===== config.mk =====
export PLATFORM = sky130hd
export DESIGN_NAME = comparador_serial_ctrl
export DESIGN_NICKNAME = d
export VERILOG_FILES = /design/src/rtl/comparador_serial_ctrl_pkg.sv /design/src/rtl/comparador_bit.sv /design/src/rtl/comparador_serial_ctrl.sv
export SDC_FILE = /design/constraint.sdc
export NUM_CORES = 1
export LEC_CHECK = 0
export BUFFER_PORTS_ARGS = -buffer_cell sky130_fd_sc_hd__buf_2
export CORE_MARGIN = 5
export CORE_UTILIZATION = 54
export DETAILED_ROUTE_END_ITERATION = 8
export GPL_TIMING_DRIVEN = 0
export HOLD_SLACK_MARGIN = 0.08
export PLACE_DENSITY = 0.78
export SLEW_MARGIN = 0
export SYNTH_ARGS = -nofsm -noshare
export SYNTH_HDL_FRONTEND = slang
export SYNTH_SLANG_ARGS = --single-unit

===== constraint.sdc =====
create_clock -name clock -period 3 [get_ports clock]
set_input_delay 0.3 -clock clock [delete_from_list [all_inputs] [get_ports clock]]
set_output_delay 0.3 -clock clock [all_outputs]
set_load 0.02 [all_outputs]

===== src/rtl/comparador_serial_ctrl_pkg.sv =====
`default_nettype none
// ============================================================================
//  Module      : comparador_serial_ctrl_pkg
//  Description : Shared constants for the serial magnitude comparator:
//                controller state encodings, the default operand width and
//                a helper that sizes the bit-index register.
//  Revision    : 1.0 - initial release
// ============================================================================
package comparador_serial_ctrl_pkg;

    localparam int DEFAULT_WIDTH = 8;

    // Controller states, 1-bit encoding.
    localparam logic [0:0] ST_IDLE    = 1'b0;
    localparam logic [0:0] ST_COMPARE = 1'b1;

    // Bits needed to address positions 0..w-1; never less than one bit.
    function automatic int idx_width(input int w);
        return (w > 1) ? $clog2(w) : 1;
    endfunction

endpackage
`default_nettype wire


===== src/rtl/comparador_bit.sv =====
`default_nettype none
// ============================================================================
//  Module      : comparador_bit
//  Description : Combinational 1-bit magnitude comparator cell with a chain
//                enable. With en_in low all outputs are forced low.
//  Ports       : a, b    - bits under comparison
//                en_in   - chain enable (more significant bits are equal)
//                eq_out  - a == b, gated by en_in
//                gt      - a >  b, gated by en_in
//                lt      - a <  b, gated by en_in
//  Revision    : 1.0 - initial release
// ============================================================================
module comparador_bit (
    input  logic a,
    input  logic b,
    input  logic en_in,
    output logic eq_out,
    output logic gt,
    output logic lt
);

    assign eq_out = en_in & ~(a ^ b);
    assign gt     = en_in & a & ~b;
    assign lt     = en_in & ~a & b;

endmodule
`default_nettype wire


===== src/rtl/comparador_serial_ctrl.sv =====
`default_nettype none
// ============================================================================
//  Module      : comparador_serial_ctrl
//  Description : Sequential magnitude comparator for two WIDTH-bit unsigned
//                operands. One shared 1-bit cell is walked MSB-first, one bit
//                per clock, stopping at the first differing bit.
//  Ports       : clock  - rising-edge clock
//                reset  - synchronous, active-high reset
//                start  - comparison request, honoured only while idle
//                A, B   - operands, latched when start is accepted
//                busy   - comparison in progress
//                done   - one-cycle pulse, results updated this cycle
//                igual  - A == B (held)
//                maior  - A >  B (held)
//                menor  - A <  B (held)
//                ciclos - bit positions examined by the last comparison
//  Revision    : 1.0 - initial release
// ============================================================================
module comparador_serial_ctrl
    import comparador_serial_ctrl_pkg::*;
#(
    parameter int WIDTH = DEFAULT_WIDTH,
    parameter int CW    = $clog2(WIDTH + 1)
) (
    input  logic             clock,
    input  logic             reset,
    input  logic             start,
    input  logic [WIDTH-1:0] A,
    input  logic [WIDTH-1:0] B,
    output logic             busy,
    output logic             done,
    output logic             igual,
    output logic             maior,
    output logic             menor,
    output logic [CW-1:0]    ciclos
);

    localparam int IW = idx_width(WIDTH);

    logic [0:0]       r_state;
    logic [WIDTH-1:0] r_ra;
    logic [WIDTH-1:0] r_rb;
    logic [IW-1:0]    r_idx;
    logic [CW-1:0]    r_cnt;

    logic w_a_bit;
    logic w_b_bit;
    logic w_eq;
    logic w_gt;
    logic w_lt;

    assign w_a_bit = r_ra[r_idx];
    assign w_b_bit = r_rb[r_idx];

    // Enable tied high: reaching position idx implies every more
    // significant bit already compared equal.
    comparador_bit u_cell (
        .a      (w_a_bit),
        .b      (w_b_bit),
        .en_in  (1'b1),
        .eq_out (w_eq),
        .gt     (w_gt),
        .lt     (w_lt)
    );

    always_ff @(posedge clock) begin
        if (reset) begin
            r_state <= ST_IDLE;
            r_ra    <= '0;
            r_rb    <= '0;
            r_idx   <= '0;
            r_cnt   <= '0;
            busy    <= 1'b0;
            done    <= 1'b0;
            igual   <= 1'b0;
            maior   <= 1'b0;
            menor   <= 1'b0;
            ciclos  <= '0;
        end else begin
            // done is a single-cycle pulse unless a comparison finishes now.
            done <= 1'b0;
            case (r_state)
                ST_IDLE: begin
                    if (start) begin
                        r_ra    <= A;
                        r_rb    <= B;
                        r_idx   <= IW'(WIDTH - 1);
                        r_cnt   <= '0;
                        igual   <= 1'b0;
                        maior   <= 1'b0;
                        menor   <= 1'b0;
                        busy    <= 1'b1;
                        r_state <= ST_COMPARE;
                    end
                end
                ST_COMPARE: begin
                    if (w_gt) begin
                        maior   <= 1'b1;
                        ciclos  <= r_cnt + CW'(1);
                        done    <= 1'b1;
                        busy    <= 1'b0;
                        r_state <= ST_IDLE;
                    end else if (w_lt) begin
                        menor   <= 1'b1;
                        ciclos  <= r_cnt + CW'(1);
                        done    <= 1'b1;
                        busy    <= 1'b0;
                        r_state <= ST_IDLE;
                    end else if (w_eq) begin
                        if (r_idx == '0) begin
                            igual   <= 1'b1;
                            ciclos  <= CW'(WIDTH);
                            done    <= 1'b1;
                            busy    <= 1'b0;
                            r_state <= ST_IDLE;
                        end else begin
                            // Guarded by idx > 0, so the index never wraps.
                            r_idx <= r_idx - IW'(1);
                            r_cnt <= r_cnt + CW'(1);
                        end
                    end
                end
            endcase
        end
    end

endmodule
`default_nettype wire


# == Word level (Yosys, flattened, before mapping) ==
# Index checks and enable logic that the tools add are counted.
# totals
ff_bits,33
inputBits,19
out_inout_bits,9
elab_cells,88
# classes
addsub,2
n_lt_le_gt_ge,1
eq_ne,11
n_mux,47
n_bitwise,6
n_reduce_logical,10
# ops
cell,n
4-bit two-way mux,9
1-bit two-way mux,24
3-bit two-way mux,5
2-bit inequality test (second input constant),5
1-bit one-hot mux with 2 select lines,5
5-bit AND reduction,2
3-bit AND reduction,3
4-bit one-hot mux with 2 select lines,1
1-bit binary-select mux with 3-bit select,2
2-bit by 1-bit inequality test with 1-bit output (second input constant),3
3-bit one-hot mux with 2 select lines,1
4-bit by 1-bit adder with 4-bit output (second input constant),1
3-bit by 4-bit less-than comparator with 1-bit output (second input constant),1
4-bit by 1-bit inequality test with 1-bit output (second input constant),1
4-bit by 2-bit inequality test with 1-bit output (second input constant),1
2-bit AND reduction,2
3-bit zero test,1
3-bit by 1-bit inequality test with 1-bit output (second input constant),1
1-bit NOT,3
3-bit nonzero test,1
3-bit by 1-bit subtractor with 3-bit output (second input constant),1
1-bit AND,2
2-bit OR reduction,1
1-bit bitwise XOR,1

# == Depth between registers and ports, before layout ==
# Gate-level depths: netlist of run 1.
# logic_depth
word_depth,7
mapped_depth,9
depth_no_buf,8

# == Hierarchy ==
# From an unflattened synthesis of run 1, not the netlist that was laid out.
# unflattened
cells_unflattened,174
area_unflattened_um2,1514.0
# modules_own_cells
mod,n_inst,cells_each,area_per_inst_um2,seq_area_each_um2
comparador_serial_ctrl,1,169,1481.4,660.6
comparador_bit,1,5,32.5,0.0

# == Least setup slack after synthesis of run 1 ==
# Ideal clock, no wire load.
# synth_timing
path_kind,register to register
startpoint,register r_idx[0]
endpoint,register r_cnt[0]
setup_ps,79
arrival_ps,2207
setup_slack_ps,714
path_stages_with_launch,10
period_less_slack_ps,2286
path_cell_list,dfxtp_1 buf_6 mux4_2 mux2i_1 inv_1 ha_1 and4bb_2 and2b_4 nor2_1 a211oi_2
# synth_via
elab_chain_cells,6
word_cells_on_any_way,15
# synth_lines
item,line,source
"start, declared",comparador_serial_ctrl.sv:43,logic [IW-1:0] r_idx;
"start signal, assigned",comparador_serial_ctrl.sv:87,r_idx <= IW'(WIDTH - 1);
"start signal, assigned",comparador_serial_ctrl.sv:118,r_idx <= r_idx - IW'(1);
1-bit binary-select mux with 3-bit select (on tied branches),"comparador_serial_ctrl.sv:53, comparador_serial_ctrl.sv:52",
1-bit two-way mux (on tied branches),"comparador_serial_ctrl.sv:53, comparador_serial_ctrl.sv:52",
1-bit NOT (on tied branches),"comparador_bit.sv:23, comparador_bit.sv:24",
1-bit AND (on tied branches),"comparador_bit.sv:23, comparador_bit.sv:24",
2-bit inequality test (no line),n/a,
5-bit AND reduction (no line) (*),n/a,
"end signal, assigned",comparador_serial_ctrl.sv:119,r_cnt <= r_cnt + CW'(1);
"end, declared",comparador_serial_ctrl.sv:44,logic [CW-1:0] r_cnt;
# Mark *: on every way between the ends. The rest lies on a longest branch, timed or not. The select of a mux whose other input is x is not followed.
# A chain may end at the register's enable or synchronous reset.

# == Worst setup path after layout of run 1 ==
# layout_timing
startpoint,register r_idx[1]
endpoint,register r_cnt[0]
# Same word-level chain as after synthesis.

==> results by group, run 1 <==
Synth
  – Most common cell in the netlist: nand2_1
  – Syn nets: 190
  – Ys async rst share: 0%
  – Avg Inst Size Synth: 9.08 um^2
  – Yosys reg bits: 33
  – Synthesized cell area: 0.00150 mm^2
  – Post-synth EDFFs: 0
  – Main synth FF type: dfxtp_1
  – Sequential-to-total area share from yosys stat: 44.1%
  – Synth warn: 0
  – Synth area leader: dfxtp_1
  – Cell count after synthesis: roughly 170
  – Post-synth top cells: 36 x nand2_1, 33 x dfxtp_1, 21 x a21oi_1, 13 x nor2_1
  – Top post-synthesis cells by area: dfxtp_1 44%, nand2_1 9.0%, a21oi_1 7.0%
  – Distinct cells, synth: 32
  – Yosys top cell area share: 44.1%

Critical path
  – Ordered list of cells on the worst path: mux4_2, mux2i_1, inv_1, ha_1, and4bb_2, and2b_4, nor2_1, a211oi_2
  – R2R cell count: 8
  – Critical Path End Type: flip-flop
  – CP Max Fanout: 6
  – Critical path depth: 8
  – Worst Path Buf+Inv: 1
  – Largest stage delay, worst path: 540 ps
  – Worst path slowest cell: mux4_2
  – Worst endpoint required time: 3260 ps
  – Crit path DAT: 2790 ps
  – Crit path max-delay family: multiplexers
  – Crit start category: flip-flop
  – Critical path class: reg -> reg

Power
  – Max rail drop VDD: 0.487 mV
  – Sequential share of power: 49.2%
  – Comb power frac: 26.0%
  – Clock network fraction of total power: 24.8%
  – Total power: 1.01 mW
  – Sw Share: a little under a third
  – Static Leak: 0.729 nW
  – P_sw: between 300 and 400 uW
  – Internal power: 701 uW
  – Power density over cell area: a little under 600 mW/mm^2

Clock tree
  – Clock Sinks: 33
  – CTS Buf Count: 5
  – Root Driver: clkbuf_4
  – H-tree depth: 2
  – Insertion delay to the later sink of the worst-skew pair: 330 ps
  – Clock-pin slew on the worst setup and hold paths: roughly 90 ps
  – Post-CTS Resized: 0
  – CTS tree: done
  – Number of setup buffers added after CTS: 0
  – Worst-case clock buffer depth: 2
  – Hold buffers post-CTS: 0

Timing
  – Rel. slew slack: 67.2%
  – Period utilization: a little over four fifths
  – Final count of negative-setup-slack endpoints: 0
  – RSZ-0062 raised after global routing: no
  – Slew @ Worst Pin: 491 ps
  – Fin Setup TNS: 0 ps
  – Fmax: just under 400 MHz
  – Minimum clock period: 2530 ps
  – Final Skew: 6.46 ps
  – Worst hold slack: 202 ps
  – Final hold viol count: 0
  – Max-slew violation count: 0

Routing
  – Post-route ant nets: 0
  – Via Count: 1257
  – Remaining DRCs: 0
  – Routed wire length: 3.04 mm
  – Detailed Routing Iterations Pass 1: 4
  – WL/cell: 13.3 um
  – Vias/cell: 5.49
  – Initial DRC count: 52

Place
  – DP Area: between 0.0015 and 0.002 mm^2
  – Port Buf Inserts: 26
  – Final Wtd Congestion: roughly 0.80
  – Post-DP HPWL: 2.26 mm

Global route
  – Tot GR Track Use: 17.1%
  – Pin count of the biggest net entering global routing: 11
  – Gr ovfl total: 0
  – Vias in the first global route: 1239
  – First-pass GRT wire length: 5.35 mm
  – Initial antenna violation count: 0

Hold path
  – Worst hold path class: in -> reg
  – Hold Path Stages: 3

Layout
  – Sequential cell area: 661 um^2
  – Area grow syn2layout: 14.9%
  – Layout cell share with drive strength beyond 1: around a quarter
  – Filler cell count: ~230
  – Multi-input gate area: approximately 770 um^2
  – Nets@finish: 223
  – # diodes: 0
  – Final Instance Area: ~0.0017 mm^2

Run status
  – Status: finished, final reports clean

Die
  – Die span in y: 62.7 um
  – Std cell rows: 19
  – Initial Util: roughly 55%
  – DIE AREA: 0.00393 mm^2
  – Die X: between 60 and 70 um
  – IO Count: 28
  – Area of the core: 0.00271 mm^2

Flow run
  – Max Cap Viol: 0
kinds of logic after synthesis:
group / count (synthesis) / synth area share [%]
mux: 7 / 8.01
fa+ha+maj: 6 / 5.01
flops: 33 / 44.1
compound gates: 39 / 18.7
xor+xnor: 1 / 0.584
simple gates: 63 / 18.9
buf+inv: 16 / 4.76
worst paths after layout:
| kind | slack (ps) | to | startpoint |
|---|---|---|---|
| min | 200 | r_rb[2] | B[2] |
| max reg2reg | 470 | r_cnt[0] | r_idx[1] |
| min reg2reg | 460 | r_ra[0] | r_ra[0] |
| max | 470 | r_cnt[0] | r_idx[1] |
flip-flops by register name, summed over array words and instances, names as in the netlist, 3 cells and up:
signal and flops:
r_ra 8, r_cnt 4, ciclos 4, r_rb 8, r_idx 3
cell type report:
type                            count  share of cell area (%)
Inverter                            6                    1.31
Timing Repair Buffer               26                    7.55
Clock buffer                        7                    3.20
Sequential cell                    33                    38.3
Tap cell                           31                    2.25
Multi-Input combinational cell    116                    44.5
Buffer                             10                    2.83
worst min-delay path, delay by kind of cell:
kind / cells / cell delay (ps)
compound gates: 1 / 50
buf+inv: 1 / 90
simple gates: 1 / 40
cells in the final DEF (no fill, tap or decap), types with 2 or more instances in the layout:
master,count
a22oi_1,3
ha_1,6
nand2b_1,3
nor2b_1,5
a21oi_1,21
clkbuf_4,5
nand2_1,36
mux2i_1,3
mux4_2,4
a211oi_2,2
inv_1,6
nor2_1,13
o21ai_1,2
clkbuf_1,7
a2bb2oi_1,3
buf_2,29
dfxtp_1,33
power by group through the flow:
| stage | Clock [mW] | Combinational, mW | Sequential [mW] |
|---|---|---|---|
| 2_1_floorplan | 0 | 0.193 | 0.515 |
| 3_3_place_gp | 0 | 0.254 | 0.508 |
| 3_5_place_dp | 0 | 0.264 | 0.510 |
| 5_1_grt | 0.283 | 0.293 | 0.506 |
| 4_1_cts | 0.259 | 0.264 | 0.500 |
| 6_report | 0.251 | 0.264 | 0.499 |
through the flow:
stage	instances	setup slack [ps]	utilization (%)
global placement	222	508	61.5
detailed placement	222	471	61.5
global route	229	297	63.6
finish	229	467	63.6
CTS	229	447	63.6
floorplan	165	714	-
metal layers:
metal | GRT usage (%) | part of all wire, % | vias to the layer above | wire length, um
li1 | - | - | 630 | -
met1 | 19.0 | 43 | 578 | 1320
met2 | 28.8 | 48 | 42 | 1460
met3 | 7.01 | 6.7 | 7 | 204
met4 | 6.90 | 2.1 | 0 | 63
met5 | 0 | 0 | - | 0
No activity file was read; power rests on OpenSTA's default activity.
==> run 2, diff against run 1 <==
Settings changed: ABC_AREA set to 1, CORE_UTILIZATION 54 to 55.
Clock period 3 ns to 2.4 ns, I/O delays scaled along.
==> results by group, run 2 <==
Clock tree
  – CTS Buf Count: 5
  – Clock-pin slew on the worst setup and hold paths: 110 ps
  – Worst-case clock buffer depth: 2
  – Post-CTS Resized: 0
  – H-tree depth: 2
  – CTS tree: done
  – Clock Sinks: 33
  – Insertion delay to the later sink of the worst-skew pair: 350 ps
  – Root Driver: clkbuf_4
  – Number of setup buffers added after CTS: 0
  – Hold buffers post-CTS: 0

Global route
  – First-pass GRT wire length: 5.53 mm
  – Pin count of the biggest net entering global routing: 11
  – Tot GR Track Use: 17.2%
  – Vias in the first global route: approximately 1.2k
  – Initial antenna violation count: 0
  – Gr ovfl total: 0

Routing
  – Routed wire length: 3.27 mm
  – Remaining DRCs: 0
  – Post-route ant nets: 0
  – Detailed Routing Iterations Pass 1: 4
  – WL/cell: 11.4 um
  – Via Count: 1468
  – Vias/cell: ~5.1
  – Initial DRC count: 71

Die
  – Die X: 64.4 um
  – Std cell rows: 19
  – IO Count: 28
  – DIE AREA: 0.00414 mm^2
  – Area of the core: 0.00281 mm^2
  – Die span in y: 64.4 um
  – Initial Util: 58.0%

Timing
  – Worst hold slack: roughly 100 ps
  – Slew @ Worst Pin: ~560 ps
  – Setup slack after layout: ~310 ps
  – Minimum clock period: 2090 ps
  – RSZ-0062 raised after global routing: no
  – Fmax: 479 MHz
  – Max-slew violation count: 0
  – Final hold viol count: 0
  – Period utilization: between 80 and 90%
  – Fin Setup TNS: 0 ps
  – Final count of negative-setup-slack endpoints: 0
  – Final Skew: 15.6 ps
  – Rel. slew slack: 62.4%

Synth
  – Synth warn: 0
  – Synth area leader: dfxtp_1
  – Post-synth top cells: 43 x nand2_1, 38 x nor2_1, 33 x dfxtp_1, 29 x o21ai_0
  – Yosys reg bits: 33
  – Top post-synthesis cells by area: dfxtp_1 41%, nand2_1 9.9%, o21ai_0 8.9%
  – Yosys top cell area share: between 40% and 50%
  – Avg Inst Size Synth: 7.39 um^2
  – Cell count after synthesis: 220
  – Post-synth EDFFs: 0
  – Most common cell in the netlist: nand2_1
  – Syn nets: 245
  – Main synth FF type: dfxtp_1
  – Distinct cells, synth: 26
  – Sequential-to-total area share from yosys stat: 40.6%
  – Synthesized cell area: 0.00163 mm^2
  – Ys async rst share: 0%

Critical path
  – CP Max Fanout: 10
  – Crit path DAT: between 2000 and 2500 ps
  – RR Startpoint: r_idx[0]
  – Critical Path End Type: flip-flop
  – R2R cell count: 11
  – Reg2Reg Setup Slack: 310 ps
  – Terminus of the critical flop-to-flop path: r_cnt[1]
  – Crit start category: flip-flop
  – Critical path class: reg -> reg
  – Worst endpoint required time: between 2000 and 3000 ps

Place
  – Placement Setup Slack: 351 ps
  – DP Area: 0.00180 mm^2
  – Post-DP HPWL: 2.44 mm
  – Final Wtd Congestion: approximately 0.8
  – Port Buf Inserts: 27

Power
  – Max rail drop VDD: 0.632 mV
  – Power density over cell area: 992 mW/mm^2
  – Static Leak: 0.890 nW

Layout
  – Final Instance Area: 0.00189 mm^2
  – # diodes: 0
  – Util after Layout: 67.2%
  – Most common cell after layout, fill and taps aside: nand2_1
  – Nets@finish: 279
  – Most frequent cells in the layout: 43 x nand2_1, 38 x nor2_1, 33 x dfxtp_1, 30 x buf_2, 29 x o21ai_0
  – Filler cell count: 266
  – Layout cell share with drive strength beyond 1: a little under a quarter
  – Area grow syn2layout: 15.9%
  – Largest regs: r_ra: 8 flops, r_rb: 8 flops

Hold path
  – Hold Path Stages: 2
  – Worst hold path class: in -> reg
  – Hold Path Origin: reset
  – Worst Hold End: maior

Run status
  – Status: finished, final reports clean

Flow run
  – Max Cap Viol: 0
run 2: cell count changes in the layout (fill, tap and decap cells not counted), moves of 4 or more:
cell,change
o21ai_0,+28
nor2_1,+25
inv_1,+9
nand3_1,+8
nand2_1,+7
a21oi_1,-6
clkbuf_1,-6
nand2_4,+6
nor2b_1,-5
mux4_2,-4
run 2: worst max path at each step:
stage / startpoint / endpoint / slack, ps / cells past startpoint
after detailed placement: r_idx[0] / r_cnt[1] / 350 / 13
after global routing: r_idx[1] / r_cnt[0] / 80 / 11
after CTS: r_idx[0] / r_cnt[2] / 330 / 13
after floorplan: r_idx[0] / r_cnt[2] / 610 / 13
after global placement: r_idx[0] / r_cnt[2] / 390 / 11
final: r_idx[0] / r_cnt[1] / 310 / 11
run 2: critical path, cell delays in order (launching register included):
cell     delay, ps
dfxtp_1        420
buf_4          190
o21ai_0         80
o21ai_0        220
o21ai_0        150
ha_1           270
nor2_4         200
nand2_4        110
nand2_4         90
nand2_4         70
nand2_1         80
a21oi_2         50
run 2: area by class of cell:
cell class                 instances  area, um^2  area share (%)
buffer                             9        60.1            3.19
clock buffer                       7        55.1            2.92
clock inverter                     1        30.0            1.59
inverter                          19        81.3            4.31
multi-input combinational        159         825            43.7
sequential                        33         661            35.0
tap                               31        38.8            2.06
timing repair buffer              27         135            7.17
run 2: cells by family (layout without fill, tap and decap cells):
| family | Yosys count | after routing | synth area share (%) |
|---|---|---|---|
| AOI/OAI and AO/OA | 48 | 48 | 15.6 |
| xor gates and xnor gates | 1 | 1 | 0.539 |
| adders and majority gates | 6 | 6 | 4.62 |
| buffers and inverters | 28 | 63 | 8.69 |
| DFF | 33 | 33 | 40.6 |
| and+or+nand+nor | 104 | 104 | 29.9 |
run 2: per-layer routing:
metal  global-route usage [%]  wire (um)
met4                     7.92         49
met2                     26.2       1380
met1                     22.6       1610
met5                        0          0
met3                     4.55        233
run 2: power by group:
group          switching [mW]  leakage (nW)  internal [mW]
logic                   0.494         0.573          0.267
clock network           0.188        0.0455          0.249
registers              0.0475         0.271          0.624
total                   0.730         0.890           1.14
run 2: stage by stage:
| step | total power, mW | std cells |
|---|---|---|
| floorplan | 1.29 | 220 |
| global placement | 1.43 | 278 |
| detailed placement | 1.45 | 278 |
| CTS | 1.88 | 286 |
| global route | 2.01 | 286 |
| finish | 1.87 | 286 |
